<file path="src/rtl/ring_sched.sv">
`default_nettype none
// ============================================================================
// Module   : ring_sched
// Purpose  : Measurement sequencer for the ring-oscillator frequency display.
//            Walks the ten ring select codes (or repeats one in manual mode).
//            For each code it settles the ring, opens a counting gate,
//            strobes the result and holds it on the display.
// Revision : 1.0  initial release
// ============================================================================
module ring_sched #(
    parameter int SETTLE = 256,
    parameter int GATE   = 10_000,
    parameter int HOLD   = 2_000_000,
    parameter int TW     = 24
) (
    input  logic       i_clk,
    input  logic       i_rst,
    input  logic       i_auto,
    input  logic       i_step,
    input  logic       i_pause,
    output logic [5:0] o_sel,
    output logic [3:0] o_idx,
    output logic       o_ring_en,
    output logic       o_cnt_clr,
    output logic       o_gate,
    output logic       o_latch,
    output logic       o_busy
);

    typedef enum logic [1:0] {
        S_SETTLE = 2'd0,
        S_GATE   = 2'd1,
        S_LATCH  = 2'd2,
        S_HOLD   = 2'd3
    } state_t;

    localparam logic [TW-1:0] c_SETTLE_LAST = TW'(SETTLE - 1);
    localparam logic [TW-1:0] c_GATE_LAST   = TW'(GATE - 1);
    localparam logic [TW-1:0] c_HOLD_LAST   = TW'(HOLD - 1);
    localparam logic [TW-1:0] c_TIMER_ONE   = TW'(1);

    // Gray-like select table: adjacent entries differ in exactly one bit.
    function automatic logic [5:0] f_code(input logic [3:0] idx);
        logic [5:0] code;
        case (idx)
            4'd0:    code = 6'b000001;
            4'd1:    code = 6'b000011;
            4'd2:    code = 6'b000010;
            4'd3:    code = 6'b000110;
            4'd4:    code = 6'b000100;
            4'd5:    code = 6'b001100;
            4'd6:    code = 6'b001000;
            4'd7:    code = 6'b011000;
            4'd8:    code = 6'b010000;
            4'd9:    code = 6'b110000;
            default: code = 6'b000001;
        endcase
        return code;
    endfunction

    state_t        r_state;
    state_t        w_state_nxt;
    logic [3:0]    r_idx;
    logic [3:0]    w_idx_nxt;
    logic [TW-1:0] r_timer;
    logic [TW-1:0] w_timer_nxt;
    logic          r_flag;
    logic          w_flag_nxt;
    logic          r_step_d;
    logic          w_rise;
    logic          w_consume;

    logic [5:0]    r_sel;
    logic          r_ring_en;
    logic          r_cnt_clr;
    logic          r_gate;
    logic          r_latch;
    logic          r_busy;

    // Next-state, index, timer and step-flag decision.
    always_comb begin
        w_state_nxt = r_state;
        w_idx_nxt   = r_idx;
        w_timer_nxt = r_timer + c_TIMER_ONE;
        w_consume   = 1'b0;
        w_rise      = i_step & ~r_step_d;

        case (r_state)
            S_SETTLE: begin
                if (r_timer == c_SETTLE_LAST) begin
                    w_state_nxt = S_GATE;
                    w_timer_nxt = '0;
                end
            end
            S_GATE: begin
                if (r_timer == c_GATE_LAST) begin
                    w_state_nxt = S_LATCH;
                    w_timer_nxt = '0;
                end
            end
            S_LATCH: begin
                w_state_nxt = S_HOLD;
                w_timer_nxt = '0;
            end
            S_HOLD: begin
                // A pending step aborts the hold even while paused.
                if (r_flag || (!i_pause && (r_timer == c_HOLD_LAST))) begin
                    w_state_nxt = S_SETTLE;
                    w_timer_nxt = '0;
                    w_consume   = r_flag;
                    if (i_auto || r_flag) begin
                        w_idx_nxt = (r_idx == 4'd9) ? 4'd0 : (r_idx + 4'd1);
                    end
                end else if (i_pause) begin
                    w_timer_nxt = r_timer;
                end
            end
            default: begin
                w_state_nxt = S_SETTLE;
                w_timer_nxt = '0;
            end
        endcase

        // Auto mode discards step requests; a new edge wins over consumption.
        if (i_auto) begin
            w_flag_nxt = 1'b0;
        end else if (w_rise) begin
            w_flag_nxt = 1'b1;
        end else if (w_consume) begin
            w_flag_nxt = 1'b0;
        end else begin
            w_flag_nxt = r_flag;
        end
    end

    // State, timer, index and step tracking registers.
    always_ff @(posedge i_clk) begin
        if (i_rst) begin
            r_state  <= S_SETTLE;
            r_idx    <= 4'd0;
            r_timer  <= '0;
            r_flag   <= 1'b0;
            r_step_d <= 1'b0;
        end else begin
            r_state  <= w_state_nxt;
            r_idx    <= w_idx_nxt;
            r_timer  <= w_timer_nxt;
            r_flag   <= w_flag_nxt;
            r_step_d <= i_step;
        end
    end

    // Outputs registered from the next state so they move with the state.
    always_ff @(posedge i_clk) begin
        if (i_rst) begin
            r_sel     <= 6'b000001;
            r_ring_en <= 1'b1;
            r_cnt_clr <= 1'b1;
            r_gate    <= 1'b0;
            r_latch   <= 1'b0;
            r_busy    <= 1'b1;
        end else begin
            r_sel     <= f_code(w_idx_nxt);
            r_ring_en <= (w_state_nxt != S_HOLD);
            r_cnt_clr <= (w_state_nxt == S_SETTLE);
            r_gate    <= (w_state_nxt == S_GATE);
            r_latch   <= (w_state_nxt == S_LATCH);
            r_busy    <= (w_state_nxt != S_HOLD);
        end
    end

    assign o_sel     = r_sel;
    assign o_idx     = r_idx;
    assign o_ring_en = r_ring_en;
    assign o_cnt_clr = r_cnt_clr;
    assign o_gate    = r_gate;
    assign o_latch   = r_latch;
    assign o_busy    = r_busy;

endmodule
`default_nettype wire
</file>
<file path="config.mk">
export PLATFORM = sky130hd
export DESIGN_NAME = ring_sched
export DESIGN_NICKNAME = d
export VERILOG_FILES = /design/src/rtl/ring_sched.sv
export SDC_FILE = /design/constraint.sdc
export NUM_CORES = 1
export LEC_CHECK = 0
export ABC_AREA = 1
export CAP_MARGIN = 20
export CORE_MARGIN = 3
export CORE_UTILIZATION = 40
export DETAILED_ROUTE_END_ITERATION = 10
export GPL_TIMING_DRIVEN = 0
export PLACE_DENSITY = 0.58
export SLEW_MARGIN = 10
export SYNTH_ARGS = -nofsm -noshare
export SYNTH_HDL_FRONTEND = slang
export SYNTH_SLANG_ARGS = --single-unit
</file>
<file path="constraint.sdc">
create_clock -name i_clk -period 2.2 [get_ports i_clk]
set_clock_uncertainty 0.05 [all_clocks]
set_input_delay 0.22 -clock i_clk [delete_from_list [all_inputs] [get_ports i_clk]]
set_output_delay 0.22 -clock i_clk [all_outputs]
set_load 0.1 [all_outputs]
</file>
==> flow_metrics.tcl <==
set metrics [dict create \
    wirelength_um 4620 \
    vias 1986 \
    ys_seq_elements 42 \
    slew_violations 0 \
    initial_utilization_pct 42.5 \
    rsz0062_at_grt "false" \
    relSlewSlack_pct 35.0 \
    coreArea_mm2 0.00527 \
    wl_per_cell_um 11.1 \
    port-buffer-count 18 \
    cts_setup_buffers 0 \
    worstPathArrival_ps 1870 \
    final_layout_size_suffix_gt1_share_pct 15.3 \
    grt.overflow.total 0 \
    yosys_warnings 0 \
    synthMuxAreaShare_pct 0 \
    grt_pass1_wl_um 8420 \
    synth_cells 322 \
    antenna_left 0 \
    clk_pin_slew_ps 80 \
    fp.dieH_um 80.8 \
    run_status "finished clean" \
    first_pass_iters 4 \
    setup_violations 0 \
    gp_congestion 0.873 \
    ys_seq_area_share_pct 37.6 \
    critPathSlowestCell "clkdlybuf4s50_1" \
    fin_crit_sh_pct 97.1 \
    leakagePower_nw 1.05 \
    hold_viol 0 \
    final_cell_mix "nand2_1 (67), inv_1 (49), nor2_1 (47)" \
    htreeDepth 2 \
    drc_errors 0 \
    synth_top_family_by_area "simple AND/OR/NAND/NOR gates" \
    path_cells "clkdlybuf4s50_1" \
    clk_latency_ps 300 \
    fillers 555 \
    power.density_mw_per_mm2 505 \
    cts_hold_buffers 0 \
    criticalPathCategory "reg -> out" \
    worstMarginPinSlew_ps 972 \
    synth_area_leaders "dfxtp_1 (38%), nand2_1 (11%), inv_1 (8.2%)" \
    syn-num-nets 328 \
    cts_tree "built" \
    yosys.area_share.simple_pct 42.4 \
    syn_area_mm2 0.00224 \
    cp_num_buf_inv 1 \
    crit_path_max_fanout 4 \
    vdd_drop_max_uv 296 \
    dieArea_mm2 0.00653 \
    fin_tns_setup_ps 0 \
    multi_input_area_mm2 0.00115 \
    maxCapViolCount 0 \
    synth_cell_type_count 36 \
    cts.sinks 42 \
    n_antenna_cell 0 \
    cts.path.max_buffers 2 \
    synth-compound-area-share_pct 7.27 \
    syn_area_per_cell_um2 6.95 \
    die_x_um 80.8 \
    drt_iter0_markers 119 \
    yosys.area_share.adder_pct 0.559 \
    grt_max_degree 13 \
    end_kind "output pin" \
    area_growth_pct 15.6 \
    fmax_mhz 468 \
    yosysTopAreaCellShare_pct 37.6 \
    grt_usage_pct 16.4 \
    startpoint_type "flop" \
    routed_via_density 4.76 \
    cts_root_buffer "clkbuf_8" \
    io_pins 20 \
    nets 353 \
    regArea_um2 841 \
    row_count 26 \
    cts_buffers 5 \
    critPathMaxStageDelay_ps 1160 \
    min_path_type "in -> reg" \
    crit_family "buffers and inverters" \
    critPathRequiredTime_ps 1930 \
    dpl.hpwl_um 3620 \
    synth_area_leader_cell "dfxtp_1" \
    grt_pass1_vias 1845 \
    post-route-min-period_ps 2140 \
    postLayoutCoreUtil_pct 49.1 \
    antenna_found_initial 0 \
    ctsResizeCount 0 \
    layout_commonest_cell "nand2_1" \
    synthXorXnorAreaFrac_pct 1.17 \
]
area by class of cell:
cell class | instances | area share [%]
flip-flops and latches | 42 | 32.5
inverters | 56 | 8.13
plain buffers | 4 | 1.40
clock inverters | 2 | 0.387
well taps | 70 | 3.39
repair buffers | 18 | 7.06
multi-input cells | 220 | 44.5
clock buffers | 5 | 2.66
Yosys cell counts (all sizes together):
| cell type | count |
|---|---|
| ha | 1 |
| nand3 | 20 |
| clkbuf | 1 |
| buf | 3 |
| nor2 | 55 |
| o22ai | 1 |
| xnor2 | 1 |
| nor3 | 22 |
| nor4 | 2 |
| a21oi | 11 |
| or2 | 3 |
| dfxtp | 42 |
| o21ai | 12 |
| xor2 | 2 |
| nand2 | 77 |
| inv | 56 |
| nand4 | 9 |
| nand3b | 2 |
| a211oi | 1 |
| nor3b | 1 |
cell families after synthesis:
kind of cell             count (synthesis)
AND/OR/NAND/NOR                        191
buffers and inverters                   60
flip-flops                              42
AO/OA/AOI/OAI                           25
XOR/XNOR                                 3
adder cells (fa/ha/maj)                  1
worst register-to-register path, delay by kind of cell, from the launching register on:
family,cells,cell delay [ps]
buffers and inverters,2,290
DFF,1,370
adders and majority gates,1,180
and+or+nand+nor,9,920
report_power, final:
part	internal (mW)	switching (mW)	total [mW]
Clock	0.213	0.267	0.481
Combinational	0.0217	0.0314	0.0531
Sequential	0.766	0.00492	0.771
worst paths after layout:
kind	cells after the start	endpoint	slack [ps]	from
worst min-delay path	2	o_idx[1]$_SDFF_PP0_	230	i_rst
worst min register to register	2	r_timer[0]$_SDFFE_PP0P_	450	r_timer[0]$_SDFFE_PP0P_
worst max-delay path	1	o_idx[3]	60	o_idx[3]$_SDFF_PP0_
worst max register to register	12	r_timer[14]$_SDFFE_PP0P_	290	r_timer[0]$_SDFFE_PP0P_
state kept, by name, indices dropped and copies added (netlist names):
| signal | cells |
|---|---|
| r_step_d | 1 |
| r_timer | 24 |
| o_latch | 1 |
| r_state | 2 |
| o_idx | 4 |
| o_busy | 1 |
| o_cnt_clr | 1 |
| r_flag | 1 |
| o_gate | 1 |
| o_sel | 6 |
stage by stage:
| step | hold WS [ps] | total power, mW | cell area [µm²] | worst slack, ps | instances |
|---|---|---|---|---|---|
| final | 233 | 1.31 | 2590 | 64.0 | 417 |
| after global routing | 277 | 1.36 | 2590 | 24.4 | 417 |
| after CTS | 241 | 1.32 | 2580 | 49.4 | 417 |
| after detailed placement | 442 | 0.843 | 2500 | 175 | 410 |
| after global placement | 436 | 0.843 | 2500 | 158 | 410 |
| after floorplan | 246 | 0.827 | 2240 | 140 | 322 |
routing by layer:
| metal | share of wire (%) | global-route usage, % |
|---|---|---|
| met1 | 53 | 23.6 |
| met2 | 42 | 24.4 |
| met3 | 3.4 | 3.55 |
| met4 | 1.5 | 5.07 |
| met5 | 0 | 0 |
Power figures use the tool's default switching activity.
